$ cat src/rtl/mem_stage_pkg.sv
// Shared definitions for the MEM stage: op encodings, constants, FSM states
// and the load/store decode helpers.
package mem_stage_pkg;

  localparam int OP_LEN   = 6;
  localparam int ADDR_LEN = 32;
  localparam int DATA_LEN = 32;

  localparam logic [OP_LEN-1:0] OP_NOP  = 6'h00;
  localparam logic [OP_LEN-1:0] OP_ADDI = 6'h01;
  localparam logic [OP_LEN-1:0] OP_ADD  = 6'h02;
  localparam logic [OP_LEN-1:0] OP_BEQ  = 6'h08;
  localparam logic [OP_LEN-1:0] OP_JAL  = 6'h0C;
  localparam logic [OP_LEN-1:0] OP_JALR = 6'h0D;
  localparam logic [OP_LEN-1:0] OP_LB   = 6'h10;
  localparam logic [OP_LEN-1:0] OP_LH   = 6'h11;
  localparam logic [OP_LEN-1:0] OP_LW   = 6'h12;
  localparam logic [OP_LEN-1:0] OP_LBU  = 6'h14;
  localparam logic [OP_LEN-1:0] OP_LHU  = 6'h15;
  localparam logic [OP_LEN-1:0] OP_SB   = 6'h18;
  localparam logic [OP_LEN-1:0] OP_SH   = 6'h19;
  localparam logic [OP_LEN-1:0] OP_SW   = 6'h1A;

  localparam logic [DATA_LEN-1:0] ZERO_WORD   = '0;
  localparam logic [4:0]          RegAddrZero = 5'd0;
  localparam logic                True        = 1'b1;
  localparam logic                False       = 1'b0;

  typedef enum logic [1:0] {
    IDLE,
    ACCESS,
    DONE
  } state_t;

  function automatic logic is_load(input logic [OP_LEN-1:0] op);
    return op inside {OP_LB, OP_LH, OP_LW, OP_LBU, OP_LHU};
  endfunction

  function automatic logic is_store(input logic [OP_LEN-1:0] op);
    return op inside {OP_SB, OP_SH, OP_SW};
  endfunction

  function automatic logic is_mem(input logic [OP_LEN-1:0] op);
    return is_load(op) || is_store(op);
  endfunction

  function automatic logic [2:0] byte_count(input logic [OP_LEN-1:0] op);
    case (op)
      OP_LB, OP_LBU, OP_SB: return 3'd1;
      OP_LH, OP_LHU, OP_SH: return 3'd2;
      OP_LW, OP_SW:         return 3'd4;
      default:              return 3'd0;
    endcase
  endfunction

endpackage

$ cat src/rtl/mem_stage_if.sv
// Byte-wide memory-controller port between the MEM stage (master) and the
// memory controller (slave).
interface mem_stage_if
  import mem_stage_pkg::*;
#(
  parameter int ADDR_W = ADDR_LEN
) ();

  logic              mem_req;
  logic              mem_we;
  logic [ADDR_W-1:0] mem_a;
  logic [7:0]        mem_wdata;
  logic [7:0]        mem_rdata;
  logic              mem_done;

  modport master (
    output mem_req,
    output mem_we,
    output mem_a,
    output mem_wdata,
    input  mem_rdata,
    input  mem_done
  );

  modport slave (
    input  mem_req,
    input  mem_we,
    input  mem_a,
    input  mem_wdata,
    output mem_rdata,
    output mem_done
  );

endinterface

$ cat src/rtl/mem_stage_load_ext.sv
// Sign/zero extension of an assembled little-endian load word according to
// the load op width and signedness.
module mem_stage_load_ext
  import mem_stage_pkg::*;
(
  input  logic [OP_LEN-1:0]   op_i,
  input  logic [DATA_LEN-1:0] word_i,
  output logic [DATA_LEN-1:0] data_o
);

  always_comb begin
    data_o = ZERO_WORD;
    case (op_i)
      OP_LB:   data_o = {{24{word_i[7]}}, word_i[7:0]};
      OP_LBU:  data_o = {24'h000000, word_i[7:0]};
      OP_LH:   data_o = {{16{word_i[15]}}, word_i[15:0]};
      OP_LHU:  data_o = {16'h0000, word_i[15:0]};
      OP_LW:   data_o = word_i;
      default: data_o = ZERO_WORD;
    endcase
  end

endmodule

$ cat src/rtl/mem_stage.sv
// MEM pipeline stage: serialises loads/stores into byte transactions on the
// memory-controller port and stalls the pipeline; other ops pass straight through.
module mem_stage
  import mem_stage_pkg::*;
#(
  parameter int OP_W   = OP_LEN,
  parameter int ADDR_W = ADDR_LEN,
  parameter int DATA_W = DATA_LEN
) (
  input  logic              clk,
  input  logic              rst,
  input  logic [OP_W-1:0]   op_i,
  input  logic [DATA_W-1:0] rd_data_i,
  input  logic [4:0]        rd_addr_i,
  input  logic [ADDR_W-1:0] mem_addr_i,
  output logic [DATA_W-1:0] rd_data_o,
  output logic [4:0]        rd_addr_o,
  output logic              mem_stall,
  mem_stage_if.master       mem_bus
);

  state_t            state_q, state_d;
  logic [1:0]        k_q, k_d;
  logic [OP_W-1:0]   op_q, op_d;
  logic [ADDR_W-1:0] addr_q, addr_d;
  logic [DATA_W-1:0] data_q, data_d;
  logic [4:0]        rd_q, rd_d;
  logic              mem_req_q, mem_req_d;
  logic              mem_we_q, mem_we_d;
  logic [ADDR_W-1:0] mem_a_q, mem_a_d;
  logic [7:0]        mem_wdata_q, mem_wdata_d;
  logic [DATA_W-1:0] ext_data;

  // data_q holds the store data, or the load word as bytes arrive.
  mem_stage_load_ext u_load_ext (
    .op_i   (op_q),
    .word_i (data_q),
    .data_o (ext_data)
  );

  always_comb begin
    state_d   = state_q;
    k_d       = k_q;
    op_d      = op_q;
    addr_d    = addr_q;
    data_d    = data_q;
    rd_d      = rd_q;
    rd_data_o = ZERO_WORD;
    rd_addr_o = RegAddrZero;
    mem_stall = False;

    unique case (state_q)
      IDLE: begin
        if (is_mem(op_i)) begin
          mem_stall = True;
          op_d      = op_i;
          addr_d    = mem_addr_i;
          data_d    = rd_data_i;
          rd_d      = rd_addr_i;
          k_d       = 2'd0;
          state_d   = ACCESS;
        end else begin
          rd_data_o = rd_data_i;
          rd_addr_o = rd_addr_i;
        end
      end
      ACCESS: begin
        mem_stall = True;
        if (mem_bus.mem_done) begin
          if (is_load(op_q)) begin
            data_d[{k_q, 3'b000} +: 8] = mem_bus.mem_rdata;
          end
          k_d = k_q + 2'd1;
          if ({1'b0, k_q} == byte_count(op_q) - 3'd1) begin
            state_d = DONE;
          end
        end
      end
      DONE: begin
        if (is_load(op_q)) begin
          rd_data_o = ext_data;
          rd_addr_o = rd_q;
        end
        state_d = IDLE;
      end
      default: state_d = IDLE;
    endcase

    if (!rst) begin
      rd_data_o = ZERO_WORD;
      rd_addr_o = RegAddrZero;
      mem_stall = False;
    end

    // Bus outputs are registered from the next-state view so they stay stable during waits.
    mem_req_d   = (state_d == ACCESS);
    mem_we_d    = mem_req_d && is_store(op_d);
    mem_a_d     = mem_req_d ? addr_d + ADDR_W'(k_d) : '0;
    mem_wdata_d = mem_we_d ? data_d[{k_d, 3'b000} +: 8] : 8'h00;
  end

  always_ff @(posedge clk) begin
    if (!rst) begin
      state_q     <= IDLE;
      k_q         <= 2'd0;
      op_q        <= OP_NOP;
      addr_q      <= '0;
      data_q      <= ZERO_WORD;
      rd_q        <= RegAddrZero;
      mem_req_q   <= False;
      mem_we_q    <= False;
      mem_a_q     <= '0;
      mem_wdata_q <= 8'h00;
    end else begin
      state_q     <= state_d;
      k_q         <= k_d;
      op_q        <= op_d;
      addr_q      <= addr_d;
      data_q      <= data_d;
      rd_q        <= rd_d;
      mem_req_q   <= mem_req_d;
      mem_we_q    <= mem_we_d;
      mem_a_q     <= mem_a_d;
      mem_wdata_q <= mem_wdata_d;
    end
  end

  assign mem_bus.mem_req   = mem_req_q;
  assign mem_bus.mem_we    = mem_we_q;
  assign mem_bus.mem_a     = mem_a_q;
  assign mem_bus.mem_wdata = mem_wdata_q;

endmodule

$ cat src/flat_wrapper.sv
// flat-port wrapper written by rule: the top's interface ports become plain ports
module mem_stage_flat import mem_stage_pkg::*;
#(
  parameter int OP_W   = OP_LEN,
  parameter int ADDR_W = ADDR_LEN,
  parameter int DATA_W = DATA_LEN
)
  (clk, rst, op_i, rd_data_i, rd_addr_i, mem_addr_i, rd_data_o, rd_addr_o, mem_stall, mem_bus_mem_req, mem_bus_mem_we, mem_bus_mem_a, mem_bus_mem_wdata, mem_bus_mem_rdata, mem_bus_mem_done);
  mem_stage_if #(.ADDR_W(ADDR_W)) mem_bus_i ();
  input  logic clk;
  input  logic rst;
  input  logic [OP_W-1:0] op_i;
  input  logic [DATA_W-1:0] rd_data_i;
  input  logic [4:0] rd_addr_i;
  input  logic [ADDR_W-1:0] mem_addr_i;
  output logic [DATA_W-1:0] rd_data_o;
  output logic [4:0] rd_addr_o;
  output logic mem_stall;
  output wire logic [$bits(mem_bus_i.mem_req)-1:0] mem_bus_mem_req;
  output wire logic [$bits(mem_bus_i.mem_we)-1:0] mem_bus_mem_we;
  output wire logic [$bits(mem_bus_i.mem_a)-1:0] mem_bus_mem_a;
  output wire logic [$bits(mem_bus_i.mem_wdata)-1:0] mem_bus_mem_wdata;
  input wire logic [$bits(mem_bus_i.mem_rdata)-1:0] mem_bus_mem_rdata;
  input wire logic [$bits(mem_bus_i.mem_done)-1:0] mem_bus_mem_done;
  assign mem_bus_mem_req = mem_bus_i.mem_req;
  assign mem_bus_mem_we = mem_bus_i.mem_we;
  assign mem_bus_mem_a = mem_bus_i.mem_a;
  assign mem_bus_mem_wdata = mem_bus_i.mem_wdata;
  assign mem_bus_i.mem_rdata = mem_bus_mem_rdata;
  assign mem_bus_i.mem_done = mem_bus_mem_done;
  mem_stage #(.OP_W(OP_W), .ADDR_W(ADDR_W), .DATA_W(DATA_W)) u_core (.clk(clk), .rst(rst), .op_i(op_i), .rd_data_i(rd_data_i), .rd_addr_i(rd_addr_i), .mem_addr_i(mem_addr_i), .rd_data_o(rd_data_o), .rd_addr_o(rd_addr_o), .mem_stall(mem_stall), .mem_bus(mem_bus_i));
endmodule
$ cat config.mk
export PLATFORM = sky130hd
export DESIGN_NAME = mem_stage_flat
export DESIGN_NICKNAME = d
export VERILOG_FILES = /design/src/rtl/mem_stage_pkg.sv /design/src/rtl/mem_stage_if.sv /design/src/rtl/mem_stage_load_ext.sv /design/src/rtl/mem_stage.sv /design/src/flat_wrapper.sv
export SDC_FILE = /design/constraint.sdc
export NUM_CORES = 1
export LEC_CHECK = 0
export CAP_MARGIN = 25
export CORE_UTILIZATION = 40
export DETAILED_ROUTE_END_ITERATION = 7
export PLACE_DENSITY = 0.66
export REMOVE_ABC_BUFFERS = 1
export SLEW_MARGIN = 5
export SYNTH_ARGS = -nofsm -noshare
export SYNTH_HDL_FRONTEND = slang
export SYNTH_SLANG_ARGS = --single-unit
export TNS_END_PERCENT = 20
$ cat constraint.sdc
create_clock -name clk -period 5.5 [get_ports clk]
set_input_delay 1.1 -clock clk [delete_from_list [all_inputs] [get_ports clk]]
set_output_delay 1.1 -clock clk [all_outputs]
set_load 0.05 [all_outputs]
==> metrics.log <==
[metrics] worst hold path class: reg -> reg
[metrics] most area-consuming cells after synthesis: dfxtp_1 (34%), nand2_1 (6.3%), a21oi_1 (5.9%), mux2i_1 (5.5%), nor2_1 (5.3%)
[metrics] count of distinct cell types in the synthesized netlist: 82
[metrics] result of the run: complete, no violations
[metrics] clock share of power: 0.447
[metrics] Slew headroom: 0.269
[metrics] switching fraction of total power: 0.306
[metrics] maximum number of pins on one net before global-route repair: 61
[metrics] Hold Slack: 0.457 ns
[metrics] number of pins exceeding their max-slew limit in the final report: 0
[metrics] cell type contributing the most total cell area after synthesis: dfxtp_1
[metrics] final worst path period need: 4.55 ns
[metrics] RSZ-0062 raised after global routing: no
[metrics] Critical Path Sink Type: flop
[metrics] sequential share of the synthesized area: 0.340
[metrics] P per Cell Area: 261 nW/um^2
[metrics] Crit path required time: 5.84 ns
[metrics] Sum Neg Setup Slack: 0 ns
[metrics] post-synthesis cell area: 7290 um^2
[metrics] flip-flop cell with the highest count after synthesis: dfxtp_1
[metrics] TritonCTS Buffers: 17
[metrics] number of hold violations in the final report: 0
[metrics] gp weighted congestion: 0.971
[metrics] CTS tree: done
[metrics] share of the synthesized area in the top cell type: 0.340
[metrics] total overflow reported by the global router: 0
[metrics] total net switching power: 764 uW
[metrics] Int Power: 1.73 mW
[metrics] hold_buf cts: 0
[metrics] first-pass GRT wire length: 38.3 mm
[metrics] growth of design area from synthesis to finish: 31.4%
[metrics] warnings from Yosys: 0
[metrics] post-CTS resize count: 0
[metrics] Post-synth EDFFs: 0
[metrics] Clk Latency, worst-skew pair: 0.43 ns
[metrics] Setup violations, final: 0
[metrics] detailed-route wire length per cell: 19.2 um
[metrics] upper clock frequency limit: 220 MHz
[metrics] Post-DP Area: 9000 um^2
[metrics] drt drc: 0
[metrics] global router's overall resource usage: 0.269
[metrics] crit path launch type: primary input
[metrics] DIE WIDTH: 137 um
[metrics] max-cap check violation count: 0
[metrics] vias in the first global route: 7,058
[metrics] Synth Instances: 916
[metrics] post-placement setup slack: 0.574 ns
[metrics] Detail Route Antenna Nets: 0
[metrics] DRT iter0 DRCs: 510
[metrics] Setup WS post-layout: 0.947 ns
[metrics] final instance area: 9580 um^2
[metrics] number of iterations in the first detailed-routing pass: 5
[metrics] # diodes: 0
[metrics] Net count, final: 1,153
[metrics] largest voltage drop on the vdd net: 231 uV
[metrics] endpoint arrival time on the critical path: 4.89 ns
[metrics] DP HPWL: 17.7 mm
[metrics] Initial Util: 0.407
[metrics] aggregate routed wire length: 24.9 mm
[metrics] number of placement rows: 49
[metrics] FF+latch count, synth: 124
[metrics] buffer levels on the longest clock path: 2
[metrics] count of port buffers added during placement: 165
[metrics] Avg Cell Area, Syn: 7.96 um^2
[metrics] maximum clock skew at final layout: 0.00872 ns
[metrics] vias after detailed routing: 7,627
[metrics] Setup Fix Bufs, Post-CTS: 0
[metrics] register share of total power: 0.380
[metrics] static leakage: 3.56 nW
[metrics] most frequently used cell type in the post-synthesis netlist: dfxtp_1
[metrics] slew at the pin with the worst max-slew slack: 1.09 ns
[metrics] total die area: 18,800 um^2
[metrics] clock root cell: clkbuf_16
[metrics] die height: 137 um
[metrics] drt via density: 5.87
[metrics] period utilization: 0.828
[metrics] ratio of cells with drive above 1 in the final layout: 0.121
[metrics] async set-or-reset flop fraction in the synthesized netlist: 0
[metrics] critical path fanouts, max: 11
[metrics] Comb power frac: 0.173
[metrics] antenna violations before repair: 0
[metrics] placeable core region: 17,900 um^2
[metrics] number of levels in the clock H-tree: 4
[metrics] Synth top cells by count: dfxtp_1 (124), nand2_1 (122), nor2_1 (103)
[metrics] critical setup path kind: in -> reg
[metrics] num ports: 166
[metrics] clock slew at the register clock pins of the worst setup and hold paths: 0.06 ns
[metrics] CTS Sinks: 124
-- cells in the final DEF (no fill, tap or decap), drive strengths merged, types with 12 or more instances in the layout --
cell type        n
xor2            13
and2            24
nand3           39
a22oi           18
clkdlybuf4s50  127
a31oi           13
xnor2           17
inv             19
nor2           104
dfxtp          124
clkbuf          17
nand4           12
mux2i           40
and3            24
nor3            21
o21ai           21
nand2          123
buf             59
a21oi           87
-- final cells by class --
cell class	count	area (um^2)
timing repair buffer	186	1710
fill	1724	8320
sequential	124	2480
clock inverter	15	155
inverter	13	48.8
clock buffer	17	425
tap	229	287
multi-input combinational	716	4470
-- power groups by stage --
| stage | clock [mW] | combinational (mW) | sequential, mW |
|---|---|---|---|
| floorplan | 0 | 0.233 | 0.976 |
| global placement | 0 | 0.428 | 0.968 |
| detailed placement | 0 | 0.428 | 0.968 |
| CTS | 1.13 | 0.430 | 0.948 |
| global route | 1.17 | 0.463 | 0.951 |
| finish | 1.12 | 0.433 | 0.949 |
-- routing by layer --
metal / vias to the layer above / track usage / share of wire
li1: 3602 / - / -
met1: 3603 / 0.343 / 0.43
met2: 360 / 0.430 / 0.45
met3: 62 / 0.0644 / 0.084
met4: 0 / 0.114 / 0.031
met5: - / 0 / 0
-- flip-flops by register name, indices dropped and copies added (netlist names), named ones only --
name	count
u_core.addr_q	32
u_core.data_q	32
u_core.mem_bus.mem_a	32
u_core.mem_bus.mem_wdata	8
u_core.op_q	6
u_core.rd_q	5
u_core.k_q	2
u_core.state_q	2
u_core.mem_bus.mem_req	1
u_core.mem_bus.mem_we	1
-- logic make-up after synthesis --
| family | share of synthesized area |
|---|---|
| simple gates | 0.278 |
| compound gates | 0.208 |
| flops | 0.340 |
| buf+inv | 0.0485 |
| mux | 0.0708 |
| xor+xnor | 0.0370 |
| fa+ha+maj | 0.0165 |
-- path summary, 6_finish.rpt --
path                                                  to      startpoint  slack (ns)  depth (start not counted)
worst max register to register  u_core.mem_bus.mem_a[26]   u_core.k_q[0]        1.59                         14
worst min register to register            u_core.rd_q[3]  u_core.rd_q[3]        0.46                          2
worst min-delay path                      u_core.rd_q[3]  u_core.rd_q[3]        0.46                          2
worst max-delay path            u_core.mem_bus.mem_a[26]         op_i[2]        0.95                         13
-- worst max-delay path: stages --
cell and delay [ns]:
clkdlybuf4s50_1 0.64, nand2_2 0.12, a31oi_1 0.59, o21ai_1 0.21, nand2_1 0.14, buf_4 0.20
inv_2 0.12, fa_1 0.53, and3b_1 0.27, mux2i_1 0.19, nor3_1 0.41, o21ai_1 0.12
a221oi_1 0.26
-- through the flow --
step	util	total power, mW	std cells
6_report	0.535	2.50	1300
5_1_grt	0.535	2.59	1300
4_1_cts	0.535	2.51	1300
3_5_place_dp	0.503	1.40	1268
3_3_place_gp	0.503	1.40	1268
2_1_floorplan	-	1.21	853
No activity file was read; power rests on OpenSTA's default activity.
